$ cat src/rtl/asip_mem_pkg.sv
// asip_mem_pkg: shared types and defaults for the execute-to-memory handoff
// controller and MemStage. Bit OP_VECTOR_BIT of an op_type marks a vector op.
package asip_mem_pkg;

  localparam int unsigned DEF_I = 20;
  localparam int unsigned DEF_L = 8;
  localparam int unsigned DEF_A = 32;

  localparam int unsigned OP_VECTOR_BIT = 1;

  typedef enum logic [1:0] {
    ST_IDLE  = 2'd0,
    ST_START = 2'd1,
    ST_WAIT  = 2'd2,
    ST_HOLD  = 2'd3
  } mem_ctrl_state_t;

endpackage

$ cat src/rtl/mem_watchdog.sv
// mem_watchdog: counts WAIT cycles of mem_access_ctrl and raises a sticky
// timeout flag when TIMEOUT cycles pass without ms_finished. Instantiated only
// when MEM_ACCESS_TIMEOUT_EN is defined.
module mem_watchdog #(
  parameter int unsigned TIMEOUT = 64
) (
  input  logic clk,
  input  logic rst,
  input  logic clear,
  input  logic active,
  input  logic finished,
  output logic expire,
  output logic timeout_err
);

  localparam int unsigned CW = $clog2(TIMEOUT + 1);

  logic [CW-1:0] cnt;

  // Expiry on the last allowed WAIT cycle; a same-cycle finish wins.
  assign expire = active && !finished && (cnt == CW'(TIMEOUT - 1));

  // WAIT-cycle counter (saturating) and sticky error flag
  always_ff @(posedge clk or negedge rst) begin
    if (!rst) begin
      cnt         <= '0;
      timeout_err <= 1'b0;
    end else begin
      if (clear) begin
        cnt <= '0;
      end else if (active && (cnt != CW'(TIMEOUT))) begin
        cnt <= cnt + CW'(1);
      end
      if (expire) begin
        timeout_err <= 1'b1;
      end
    end
  end

endmodule

$ cat src/rtl/mem_access_ctrl.sv
// mem_access_ctrl: latches one execute result per instruction, drives it to
// MemStage, restarts MemStage per access, and hands the memory or ALU result
// to writeback over a valid/ready handshake. Non-memory ops bypass MemStage.
// Optional watchdog: define MEM_ACCESS_TIMEOUT_EN.
module mem_access_ctrl
  import asip_mem_pkg::*;
#(
  parameter int unsigned I       = DEF_I,
  parameter int unsigned L       = DEF_L,
  parameter int unsigned A       = DEF_A,
  parameter int unsigned TAG_W   = 5,
  parameter int unsigned TIMEOUT = 64
) (
  input  logic             clk,
  input  logic             rst,
  // execute side
  input  logic             ex_valid,
  output logic             ex_ready,
  input  logic             ex_mem_access,
  input  logic             ex_write,
  input  logic [1:0]       ex_op_type,
  input  logic             ex_op_source,
  input  logic [A-1:0]     ex_address,
  input  logic [I*L-1:0]   ex_alu_v,
  input  logic [I*L-1:0]   ex_rd2_v,
  input  logic [L-1:0]     ex_alu_s,
  input  logic [L-1:0]     ex_rd2_s,
  input  logic [TAG_W-1:0] ex_tag,
  // MemStage side
  output logic             ms_rst,
  output logic [1:0]       ms_op_type,
  output logic             ms_op_source,
  output logic [A-1:0]     ms_address,
  output logic [I*L-1:0]   ms_alu_v,
  output logic [I*L-1:0]   ms_rd2_v,
  output logic [L-1:0]     ms_alu_s,
  output logic [L-1:0]     ms_rd2_s,
  output logic             ms_write_enable,
  input  logic             ms_finished,
  input  logic [L-1:0]     ms_scalar,
  input  logic [I*L-1:0]   ms_vector,
  // writeback side
  output logic             wb_valid,
  input  logic             wb_ready,
  output logic             wb_from_mem,
  output logic [L-1:0]     wb_scalar,
  output logic [I*L-1:0]   wb_vector,
  output logic [1:0]       wb_op_type,
  output logic [TAG_W-1:0] wb_tag,
  output logic             timeout_err
);

  mem_ctrl_state_t  state;
  logic             lat_write;
  logic [TAG_W-1:0] lat_tag;
  logic             accept;
  logic             wd_expire;

  // Handshake and MemStage controls decoded from the registered state
  always_comb begin
    ex_ready        = (state == ST_IDLE) || ((state == ST_HOLD) && wb_ready);
    ms_rst          = (state != ST_WAIT);
    ms_write_enable = (state == ST_WAIT) && lat_write;
    wb_valid        = (state == ST_HOLD);
    accept          = ex_valid && ex_ready;
  end

`ifdef MEM_ACCESS_TIMEOUT_EN
  mem_watchdog #(
    .TIMEOUT(TIMEOUT)
  ) u_watchdog (
    .clk        (clk),
    .rst        (rst),
    .clear      (state == ST_START),
    .active     (state == ST_WAIT),
    .finished   (ms_finished),
    .expire     (wd_expire),
    .timeout_err(timeout_err)
  );
`else
  assign wd_expire   = 1'b0;
  assign timeout_err = 1'b0;
`endif

  // Control FSM with operand latch and writeback result registers
  always_ff @(posedge clk or negedge rst) begin
    if (!rst) begin
      state        <= ST_IDLE;
      lat_write    <= 1'b0;
      lat_tag      <= '0;
      ms_op_type   <= '0;
      ms_op_source <= 1'b0;
      ms_address   <= '0;
      ms_alu_v     <= '0;
      ms_rd2_v     <= '0;
      ms_alu_s     <= '0;
      ms_rd2_s     <= '0;
      wb_from_mem  <= 1'b0;
      wb_scalar    <= '0;
      wb_vector    <= '0;
      wb_op_type   <= '0;
      wb_tag       <= '0;
    end else begin
      unique case (state)
        ST_IDLE, ST_HOLD: begin
          // IDLE and HOLD share the accept path so HOLD can chain back-to-back
          if (accept) begin
            lat_write    <= ex_write;
            lat_tag      <= ex_tag;
            ms_op_type   <= ex_op_type;
            ms_op_source <= ex_op_source;
            ms_address   <= ex_address;
            ms_alu_v     <= ex_alu_v;
            ms_rd2_v     <= ex_rd2_v;
            ms_alu_s     <= ex_alu_s;
            ms_rd2_s     <= ex_rd2_s;
            if (ex_mem_access) begin
              state <= ST_START;
            end else begin
              state       <= ST_HOLD;
              wb_from_mem <= 1'b0;
              wb_scalar   <= ex_alu_s;
              wb_vector   <= ex_alu_v;
              wb_op_type  <= ex_op_type;
              wb_tag      <= ex_tag;
            end
          end else if ((state == ST_HOLD) && wb_ready) begin
            state <= ST_IDLE;
          end
        end
        ST_START: begin
          state <= ST_WAIT;
        end
        ST_WAIT: begin
          if (ms_finished) begin
            state       <= ST_HOLD;
            wb_op_type  <= ms_op_type;
            wb_tag      <= lat_tag;
            wb_from_mem <= ~lat_write;
            if (lat_write) begin
              wb_scalar <= ms_alu_s;
              wb_vector <= ms_alu_v;
            end else begin
              wb_scalar <= ms_scalar;
              wb_vector <= ms_vector;
            end
          end else if (wd_expire) begin
            // Abandoned access: zero data, tag kept so writeback can retire it
            state       <= ST_HOLD;
            wb_op_type  <= ms_op_type;
            wb_tag      <= lat_tag;
            wb_from_mem <= 1'b1;
            wb_scalar   <= '0;
            wb_vector   <= '0;
          end
        end
      endcase
    end
  end

endmodule

$ cat config.mk
export PLATFORM = sky130hd
export DESIGN_NAME = mem_access_ctrl
export DESIGN_NICKNAME = d
export VERILOG_FILES = /design/src/rtl/asip_mem_pkg.sv /design/src/rtl/mem_watchdog.sv /design/src/rtl/mem_access_ctrl.sv
export SDC_FILE = /design/constraint.sdc
export NUM_CORES = 1
export LEC_CHECK = 0
export CAP_MARGIN = 20
export CORE_AREA = 5 5 423 425
export CTS_CLUSTER_SIZE = 20
export DETAILED_ROUTE_END_ITERATION = 7
export DIE_AREA = 0 0 428 430
export PLACE_DENSITY = 0.38
export SYNTH_ARGS = -nofsm -noshare
export SYNTH_HDL_FRONTEND = slang
export SYNTH_SLANG_ARGS = --single-unit
export TNS_END_PERCENT = 30
$ cat constraint.sdc
create_clock -name clk -period 2 [get_ports clk]
set_clock_uncertainty 0.05 [all_clocks]
set_input_delay 0.3 -clock clk [delete_from_list [all_inputs] [get_ports clk]]
set_output_delay 0.3 -clock clk [all_outputs]
set_load 0.02 [all_outputs]
==> results.toml <==
[placed_design]
gp_congestion = 0.797
hpwl_mm = 103
port_buffers = 1101

[logic_synthesis]
syn_area_um2 = 24100
synth-compound-area-share_pct = 3.73
synth-xor-area-share_pct = 0
synthCells = 1762
synthMuxAreaShare_pct = 33.3
ys_ff_latch = 555
synth-seq-area-share_pct = 57.6
synth_nets = 2316
synth_simple_gate_area_share_pct = 2.76
synth_top_family_by_area = "multiplexers"
yosysUniqueCellTypes = 20
yosys.area_share.adder_pct = 0.156
yosysWarnings = 0
syn_avg_cell_area_um2 = 13.7

[clocking]
root_buffer = "clkbuf_16"
clk_pin_slew_worst_paths_ps = 50
cts_sinks = 555
cts_tree = "built"
clk_latency_ps = 670
clock_path_buffers = 3
cts_htree_levels = 3
numCtsBuffers = 77

[hold_path]
min_path_type = "in2async"

[detailed_routing]
vias_per_cell = 3.56
drc = 0
vias = 19400
ant_nets = 0
dr.first_iter.drc_count = 841
wl_per_cell_um = 24.5
dr.pass1.iters = 4
wirelength_mm = 134

[finish]
areaGrowthSynthToFinish_pct = 84.5
drive_gt1_share_pct = 26.7
nets = 3596

[floorplan]
ioPinCount = 1103
die-height_um = 430
start_util_pct = 13.8
dieArea_um2 = 184000
die_x_um = 428
core_um2 = 175000
num_rows = 154

[timing]
min_period_over_period_pct = 113
slew_violations = 0
slew_headroom_pct = 65.2
worst-slew-pin-transition_ps = 522
fin_tns_setup_ps = -105500
min_period_ps = 2250
setup_viol = 862
fin_ws_ps = -254
max_freq_mhz = 444
rsz0062_at_grt = "true"
finalHoldViolCount = 0
whs_ps = 88.6

[critical_path]
crit_path_max_fanout = 10
reg2reg_slack_ps = -250
worstPathCellList = "inv_2 -> ha_4 -> a211oi_2 -> a2111oi_4 -> buf_6 -> buf_12 -> clkbuf_16 -> mux2_1"
required_ps = 2490
crit_type = "reg2reg"
cp.arrival_ps = 2740
cp-start-kind = "flip-flop"
crit_path_end_kind = "flip-flop"
cpPeakStageDelay_ps = 370
slowest_stage = "dfrtp_1"
r2r_start = "state[1]"
r2r_end = "wb_vector[155]"
r2r_cells = 8

[grt]
grt_use_total_pct = 13.7
grt_pass1_vias = 21200
grt-ovfl-total = 0
antenna_found_initial = 26
grt_pass1_wl_mm = 178
grt_max_degree = 62

[power]
p_leak_uw = 0.0183
ir_worst_vdd_v = 0.000690
power_density_nw_per_um2 = 1920

[outcome]
status = "finished with violations"
violations = "negative setup slack"

[flow_run]
max_cap_violations = 0
[metrics by stage]
stage               util (%)  setup WS, ps  instance area (um2)  power [uW]  instances
CTS                     24.8          -291                43300       84500       5408
floorplan                  -         -48.6                24300       43500       1762
global route            25.4          -344                44500       89800       5455
finish                  25.4          -254                44500       85300       5460
detailed placement      22.5          -430                39400       67200       5236
global placement        22.5          -477                39400       67100       5236
[placed cells by master (no fill, tap or decap), drive strengths merged]
master,Yosys,routed
clkinv,0,12
inv,6,9
a211oi,1,1
mux2,561,561
a221oi,1,1
a21oi,169,169
a2111oi,1,1
buf,80,208
clkinvlp,0,2
dfrtp,555,555
and2,1,1
clkbuf,39,132
nor2b,1,1
bufinv,0,2
clkdlybuf4s15,0,10
dlygate4sd2,0,14
nor3,1,1
ha,3,3
dlygate4sd3,0,1
mux2i,170,170
bufbuf,0,1
diode,0,25
clkdlybuf4s50,0,1067
conb,1,1
nor2,171,171
o31a,1,1
[critical path: cells and delay by family, from the launching register on]
kind | cells | cell delay (ps)
AOI/OAI and AO/OA | 2 | 420
adders and majority gates | 1 | 310
buffers and inverters | 4 | 620
DFF | 1 | 370
muxes | 1 | 320
[synthesized netlist by cell type, drive strengths merged]
cell     number  area share, %
conb          1          0.016
nor2b         1          0.026
and2          1          0.026
a221oi        1          0.036
inv           6          0.093
a211oi        1          0.031
buf          80            1.7
dfrtp       555             58
mux2i       170            7.1
ha            3           0.16
a2111oi       1           0.11
clkbuf       39           0.61
o31a          1          0.036
a21oi       169            3.5
mux2        561             26
nor2        171            2.7
nor3          1          0.042
[flip-flops by register name, indices dropped and copies added, names as in the netlist, 5 cells and up]
name	flops
ms_alu_v	160
ms_rd2_v	160
wb_vector	160
ms_address	32
ms_alu_s	8
ms_rd2_s	8
wb_scalar	8
lat_tag	5
wb_tag	5
[final cells by class]
type | instances | area, um2
Fill cell | 18600 | 130000
Timing Repair Buffer | 1320 | 14400
Sequential cell | 555 | 13900
Multi-Input combinational cell | 1082 | 10800
Tap cell | 2340 | 2930
Clock buffer | 113 | 2210
Clock inverter | 19 | 220
Antenna cell | 25 | 62.6
Inverter | 6 | 22.5
[timing repair]
item,4_1_cts,5_1_grt
endpoints found under the hold margin,303,0
hold buffers,1,0
buffers inserted,25,14
setup endpoints to repair,1098,1075
gates cloned,14,21
resized for setup,259,152
pin swaps,3,1
[kinds of logic (layout without fill, tap and decap cells)]
logic type,Yosys count,after routing
multiplexers,731,731
flip-flops,555,555
AND/OR/NAND/NOR,174,174
AO/OA/AOI/OAI,173,173
buffers and inverters,125,1458
adder cells (fa/ha/maj),3,3
other,1,26
[power by group]
group	internal [uW]	switching [uW]	total [uW]
Sequential	17300	3990	21200
Combinational	26600	23800	50400
Clock	7940	5680	13600
[worst max path at each step]
stage / from / to / slack (ps) / depth (start not counted)
2_1_floorplan: state[1] / ms_address[25] / -50 / 6
3_3_place_gp: ex_valid / ms_alu_v[48] / -480 / 6
3_5_place_dp: ex_valid / ms_alu_v[52] / -430 / 6
4_1_cts: state[1] / ms_write_enable / -290 / 5
5_1_grt: state[0] / ms_rd2_v[63] / -340 / 9
6_report: state[1] / wb_vector[155] / -250 / 8
[metal layers]
layer	routed length (um)	GRT usage (%)
met1	52100	15.2
met2	69200	24.1
met3	8560	4.21
met4	4050	5.66
met5	23	0
No activity file was read; power rests on OpenSTA's default activity.
